<file path="config.mk">
export PLATFORM = sky130hd
export DESIGN_NAME = qsys_iface_pipe_hw
export DESIGN_NICKNAME = d
export VERILOG_FILES = /design/src/rtl/qsys_iface_pipe_hw.sv
export SDC_FILE = /design/constraint.sdc
export NUM_CORES = 1
export LEC_CHECK = 0
export BUFFER_PORTS_ARGS = -buffer_cell sky130_fd_sc_hd__buf_2
export CAP_MARGIN = 0
export CORE_ASPECT_RATIO = 1.4
export CORE_MARGIN = 2
export CORE_UTILIZATION = 45
export CTS_CLUSTER_SIZE = 20
export DETAILED_ROUTE_END_ITERATION = 16
export PLACE_DENSITY = 0.66
export SLEW_MARGIN = 40
export SYNTH_ARGS = -nofsm -noshare
export SYNTH_HDL_FRONTEND = slang
export SYNTH_SLANG_ARGS = --single-unit
</file>
<file path="constraint.sdc">
create_clock -name clock -period 5.25 [get_ports clock]
set_clock_uncertainty 0.15 [all_clocks]
set_input_delay 0.2625 -clock clock [delete_from_list [all_inputs] [get_ports clock]]
set_output_delay 0.2625 -clock clock [all_outputs]
set_load 0.05 [all_outputs]
</file>
<file path="src/rtl/qsys_iface_pipe_hw.sv">
// ---------------------------------------------------------------------------
// qsys_iface_pipe_hw
//
// Avalon-ST pipeline buffer. It is a show-ahead FIFO of DEPTH entries that
// sits between a streaming sink and a streaming source. A word pushed at
// clock edge N is presented on sigOut right after edge N. With both sides
// continuously ready it moves one word per cycle.
//
// Ready and valid are registered flags. They are derived from the next
// pointer values, so sigInReady has no combinational path from sigOutReady
// and sigOut has no path from sigIn.
//
// Parameters
//   WIDTH      data word width in bits (>=1)
//   DEPTH      buffer entries (power of two, >=2)
//   HOLD_LAST  1: sigOut shows the last popped word while the buffer is empty
//
// Ports
//   clock        sole clock; all state changes on the rising edge
//   reset        asynchronous, active-low reset
//   flush        synchronous discard of all buffered words
//   sigIn        sink data
//   sigInValid   sink valid
//   sigInReady   sink ready  (buffer not full)
//   sigOut       source data (head word, show-ahead)
//   sigOutValid  source valid (buffer not empty)
//   sigOutReady  source ready
//
// Optional feature, macro QSYS_IFACE_PIPE_STATS_EN:
//   fillLevel    current number of buffered words
//   stallCount   cycles with sigInValid=1 and sigInReady=0, saturating,
//                cleared by reset only
// ---------------------------------------------------------------------------
module qsys_iface_pipe_hw #(
  parameter int WIDTH     = 8,
  parameter int DEPTH     = 4,
  parameter int HOLD_LAST = 0
) (
  input  logic                     clock,
  input  logic                     reset,
  input  logic                     flush,
  input  logic [WIDTH-1:0]         sigIn,
  input  logic                     sigInValid,
  output logic                     sigInReady,
  output logic [WIDTH-1:0]         sigOut,
  output logic                     sigOutValid,
  input  logic                     sigOutReady
`ifdef QSYS_IFACE_PIPE_STATS_EN
  ,
  output logic [$clog2(DEPTH):0]   fillLevel,
  output logic [15:0]              stallCount
`endif
);

  localparam int AW = $clog2(DEPTH);
  localparam int PW = AW + 1;

  localparam logic [PW-1:0] PTR_ZERO = {PW{1'b0}};
  localparam logic [PW-1:0] PTR_ONE  = {{AW{1'b0}}, 1'b1};

  // Storage and pointer state. The pointers carry one extra wrap bit, so
  // they count modulo 2*DEPTH and full and empty can be told apart.
  logic [WIDTH-1:0] mem_r [DEPTH];
  logic [PW-1:0]    wr_ptr_r;
  logic [PW-1:0]    rd_ptr_r;
  logic             in_ready_r;
  logic             out_valid_r;

  logic             push_s;
  logic             pop_s;
  logic [PW-1:0]    wr_nxt_s;
  logic [PW-1:0]    rd_nxt_s;
  logic             full_nxt_s;
  logic             empty_nxt_s;
  logic [WIDTH-1:0] head_s;

  // Handshakes qualify only on the registered flags. A full buffer
  // therefore only pops and an empty buffer only pushes.
  assign push_s = sigInValid & in_ready_r;
  assign pop_s  = out_valid_r & sigOutReady;

  assign head_s = mem_r[rd_ptr_r[AW-1:0]];

  // Next-pointer computation. Flush takes priority and drops any handshake
  // that happens in the same cycle.
  always_comb begin
    wr_nxt_s = wr_ptr_r;
    rd_nxt_s = rd_ptr_r;
    if (flush) begin
      wr_nxt_s = PTR_ZERO;
      rd_nxt_s = PTR_ZERO;
    end else begin
      if (push_s) begin
        wr_nxt_s = wr_ptr_r + PTR_ONE;
      end else begin
        wr_nxt_s = wr_ptr_r;
      end
      if (pop_s) begin
        rd_nxt_s = rd_ptr_r + PTR_ONE;
      end else begin
        rd_nxt_s = rd_ptr_r;
      end
    end
  end

  // Full: the wrap bits differ and the index bits match. Empty: the pointers
  // are identical.
  assign full_nxt_s  = (wr_nxt_s[AW] != rd_nxt_s[AW]) &&
                       (wr_nxt_s[AW-1:0] == rd_nxt_s[AW-1:0]);
  assign empty_nxt_s = (wr_nxt_s == rd_nxt_s);

  // Pointer and handshake-flag registers.
  always_ff @(posedge clock or negedge reset) begin
    if (!reset) begin
      wr_ptr_r    <= PTR_ZERO;
      rd_ptr_r    <= PTR_ZERO;
      in_ready_r  <= 1'b1;
      out_valid_r <= 1'b0;
    end else begin
      wr_ptr_r    <= wr_nxt_s;
      rd_ptr_r    <= rd_nxt_s;
      in_ready_r  <= ~full_nxt_s;
      out_valid_r <= ~empty_nxt_s;
    end
  end

  // Data storage. It has no reset because pointer state alone decides
  // which entries are live.
  always_ff @(posedge clock) begin
    if (push_s && !flush) begin
      mem_r[wr_ptr_r[AW-1:0]] <= sigIn;
    end
  end

  assign sigInReady  = in_ready_r;
  assign sigOutValid = out_valid_r;

  generate
    if (HOLD_LAST != 0) begin : g_hold
      logic [WIDTH-1:0] last_r;

      // Last-popped word. A flush leaves it untouched even when a pop was
      // requested in the same cycle.
      always_ff @(posedge clock or negedge reset) begin
        if (!reset) begin
          last_r <= {WIDTH{1'b0}};
        end else if (pop_s && !flush) begin
          last_r <= head_s;
        end else begin
          last_r <= last_r;
        end
      end

      assign sigOut = out_valid_r ? head_s : last_r;
    end else begin : g_no_hold
      assign sigOut = head_s;
    end
  endgenerate

`ifdef QSYS_IFACE_PIPE_STATS_EN
  logic [PW-1:0] count_r;
  logic [15:0]   stall_r;

  // Fill level tracks the next-pointer distance. This keeps it in step with
  // the ready and valid flags.
  always_ff @(posedge clock or negedge reset) begin
    if (!reset) begin
      count_r <= PTR_ZERO;
    end else begin
      count_r <= wr_nxt_s - rd_nxt_s;
    end
  end

  // Sink stall counter. It saturates at all-ones and flush does not clear it.
  always_ff @(posedge clock or negedge reset) begin
    if (!reset) begin
      stall_r <= 16'h0000;
    end else if (sigInValid && !in_ready_r && (stall_r != 16'hFFFF)) begin
      stall_r <= stall_r + 16'h0001;
    end else begin
      stall_r <= stall_r;
    end
  end

  assign fillLevel  = count_r;
  assign stallCount = stall_r;
`endif

endmodule

</file>
# == Word level (Yosys, flattened, before mapping) ==
# Memory sizes are Yosys's and may differ from the RTL's.
# Index checks and enable logic that the tools add are counted.
# totals
regBits,8
ram_bits,32
inputBits,13
output_inout_bits,10
elab_cells,23
n_memories,1
# op_classes
add_sub_neg,2
n_eq_ne,3
n_mux,6
bitwise_logic,4
reduce_logical,3
# mem_list
memory,depth,width,rd,rd_ports_with_merged_regs,write_ports,line_no,source
mem_r,4,8,1,0,1,63,logic [WIDTH-1:0] mem_r [DEPTH];
# ops
op,n
two-way mux 3 bit,4
"adder 3 x 1 -> 3 bit, second input constant",2
equality test 3 bit,1
bitwise AND 1 bit,2
equality test 2 bit,1
logical AND 1 bit,2
two-way mux 1 bit,2
inverter 1 bit,2
zero test 1 bit,1
!= test 1 bit,1

# == Longest topological paths before layout ==
# logic_depth
depth_word,6
depth_mapped,6

# == Worst setup path before layout ==
# Ideal clock, no wire load.
# synth_timing
path_kind,reg2reg
startpoint,register in_ready_r (netlist: sigInReady)
endpoint,"memory mem_r[3][0], enable pin"
arrival_ns,1.405
required_ns,4.768
setup_slack_ns,3.363
stages_incl_launch_ff,4
path_buffers,0
path_cell_list,dfstp_2 and2_4 nor2b_1 and2_1
# synth_via
elab_chain_len,4
# synth_rtl
element,line_no,source
"start, declared",66,logic in_ready_r;
"start signal, assigned",122,in_ready_r <= ~full_nxt_s;
bitwise AND 1 bit,79,assign push_s = sigInValid & in_ready_r;
logical AND 1 bit,130,if (push_s && !flush) begin
two-way mux 1 bit,130,
two-way mux 1 bit (not written as such),131,mem_r[wr_ptr_r[AW-1:0]] <= sigIn;
"end, declared",63,
# No other way between the ends.

# == Worst setup path after layout ==
# layout_timing
startpoint,register rd_ptr_r[0]
endpoint,output sigOut[3]
# layout_via
elab_chain_len,1
# layout_rtl
element,line_no,source
"start, declared",65,logic [PW-1:0] rd_ptr_r;
"start signal, assigned",121,rd_ptr_r <= rd_nxt_s;
memory read (4 x 8 bit),--,
"end, declared",45,"output logic [WIDTH-1:0] sigOut,"
# No other way between the ends.

==> impl_metrics.json <==
{
  "drive_gt1_frac": 0.381,
  "place_hpwl_um": 1810,
  "grt_pass1_wl_um": 4100,
  "num_antenna_cells": 0,
  "critPathMaxFanout": 10,
  "required_ns": 4.84,
  "gr-total-overflow": 0,
  "p_total_mw": 0.728,
  "stdcell_area_um2": 1920,
  "setup_ws_ns": 3.00,
  "rr_endpoint": "sigInReady$_DFF_PN1_",
  "max_slew.worst_pin.slew_ns": 0.632,
  "fin_util": 0.531,
  "vias_per_cell": 5.16,
  "min-delay-start": "sigIn[5]",
  "area_growth_pct": 15.1,
  "place_inst": 146,
  "path_class": "reg2out",
  "max_cap_viol_count": 0,
  "die-area_um2": 4210,
  "start_util": 0.462,
  "antenna_found_initial": 0,
  "setup-violations-final": 0,
  "hold_viol_final": 0,
  "holdPathStages": 1,
  "layout_commonest_cell": "edfxtp_1",
  "grt_max_degree": 13,
  "grtUsageTotal": 0.134,
  "numCtsBuffers": 5,
  "drt_iter0_drc": 10,
  "grt_pass1_vias": 884,
  "crit_family": "flip-flops",
  "path_cells": "mux4_2 -> buf_2",
  "cp_slowest_cell": "dfrtp_1",
  "placed_area_um2": 1800,
  "io_buffers": 22,
  "clkSinkCount": 40,
  "vias": 800,
  "cpPeakStageDelay_ns": 0.75,
  "cts_root_buf": "clkbuf_8",
  "finalSetupTns_ns": 0,
  "clock_latency_ns": 0.28,
  "clock.fmax_mhz": 445,
  "final_cell_mix": "edfxtp_1 (32), buf_2 (22), mux4_2 (8)",
  "maxSlewViolCount": 0,
  "rrSetupSlack_ns": 3.35,
  "clkSlewWorstSetupHoldPaths_ns": 0.07,
  "die_y_um": 76.0,
  "timing.final.crit_share": 0.428,
  "nets": 130,
  "postSynthNetCount": 103,
  "worst-path-buf-inv": 1,
  "hp-class": "in2reg",
  "core_um2": 3610,
  "ys_seq_elements": 40,
  "start_kind": "flop",
  "die_w_um": 55.4,
  "routedWlPerCell_um": 16.4,
  "ff2ff_path_depth": 5,
  "syn_inst": 85,
  "cts_tree": "built",
  "gp_congestion": 0.694,
  "wirelength_um": 2540,
  "ir_drop_v": 0.000201,
  "avgSynthCellArea_um2": 19.6,
  "io_pins": 23,
  "syn_area_um2": 1670,
  "status": "finished clean",
  "max_slew_margin": 0.579,
  "synth_cell_types": 23,
  "p_leak_nw": 0.715,
  "fin_cells": 155,
  "drc": 0,
  "rsz0062_at_grt": "no",
  "arrival_ns": 1.84,
  "num_rows": 26,
  "htree_levels": 2,
  "hold_path_end": "mem_r[0][5]$_DFFE_PP_",
  "period_needed_ns": 2.25,
  "cp-end-kind": "output pin",
  "holdWs_ns": 0.0402,
  "drt_pass1_iterations": 4,
  "clockBufferDepth": 2,
  "place_ws_ns": 3.27,
  "timing.rr.start": "rd_ptr_r[0]$_DFF_PN0_",
  "synth_warnings": 0,
  "p_per_area_nw_per_um2": 380,
  "synth.yosys.seq_area_share": 0.697,
  "ant_nets": 0
}
## worst register-to-register path, cell delays in order (launching register included)
cell and delay (ns):
dfrtp_1 0.75, ha_1 0.26, nand3_1 0.09, xor2_1 0.28, xor2_1 0.18, nand4b_1 0.11
## flip-flops by register name, indices dropped and copies added, names as in the netlist
register	cells
mem_r	32
rd_ptr_r	3
wr_ptr_r	3
sigInReady	1
sigOutValid	1
## cell type report
type	instances	area, um^2
clock inverters	3	37.5
fillers	318	1690
repair buffers	23	120
inverters	2	7.51
clock buffers	5	68.8
well taps	42	52.6
flip-flops and latches	40	1160
multi-input cells	40	469
## Yosys cell counts (all sizes together)
cell	instances	area [um^2]
nand3	2	10.0
a31oi	1	6.26
xnor2	3	33.8
and2	5	33.8
ha	5	62.6
dfrtp	7	175
o31ai	1	21.3
mux2i	1	10.0
buf	3	27.5
nand4b	2	23.8
inv	2	7.51
nor2b	1	6.26
edfxtp	32	961
xor2	5	58.8
dfstp	1	26.3
nor2	5	18.8
mux4	8	180
nand2	1	3.75
## what timing repair did
item                                   in CTS  in global routing
endpoints found under the hold margin       8                  0
resized for setup                           0                  0
buffers inserted                            0                  0
hold buffers                                1                  0
## power by group
group	internal, mW	leakage (nW)	switching [mW]	total, mW
logic	0.0425	0.266	0.0760	0.119
registers	0.356	0.396	0.0146	0.371
clock network	0.138	0.0532	0.101	0.239
total	0.537	0.715	0.192	0.728
## worst max-delay path by stage
| stage | start | end | slack, ns | cells after the start |
|---|---|---|---|---|
| 4_1_cts | rd_ptr_r[0]$_DFF_PN0_ | sigOut[3] | 2.95 | 2 |
| 3_5_place_dp | rd_ptr_r[0]$_DFF_PN0_ | sigOut[3] | 3.27 | 2 |
| 6_report | rd_ptr_r[0]$_DFF_PN0_ | sigOut[3] | 3.00 | 2 |
| 2_1_floorplan | sigInReady$_DFF_PN1_ | mem_r[3][0]$_DFFE_PP_ | 3.36 | 3 |
| 5_1_grt | rd_ptr_r[0]$_DFF_PN0_ | sigOut[1] | 2.91 | 2 |
| 3_3_place_gp | rd_ptr_r[0]$_DFF_PN0_ | sigOut[1] | 3.27 | 2 |
## routing by layer
layer	vias up	part of all wire	track usage	wire length, um
li1	374	-	-	-
met1	406	0.39	0.137	982
met2	18	0.56	0.235	1430
met3	2	0.039	0.0407	100
met4	0	0.011	0.0805	29
met5	-	0	0	0
## cell families after synthesis
group                    count (synthesis)  share of synthesized area
AND/OR/NAND/NOR                         16                     0.0578
flip-flops                              40                      0.697
XOR/XNOR                                 8                     0.0556
buffers and inverters                    5                     0.0210
adder cells (fa/ha/maj)                  5                     0.0375
AO/OA/AOI/OAI                            2                     0.0165
multiplexers                             9                      0.114
Power figures use the tool's default switching activity.
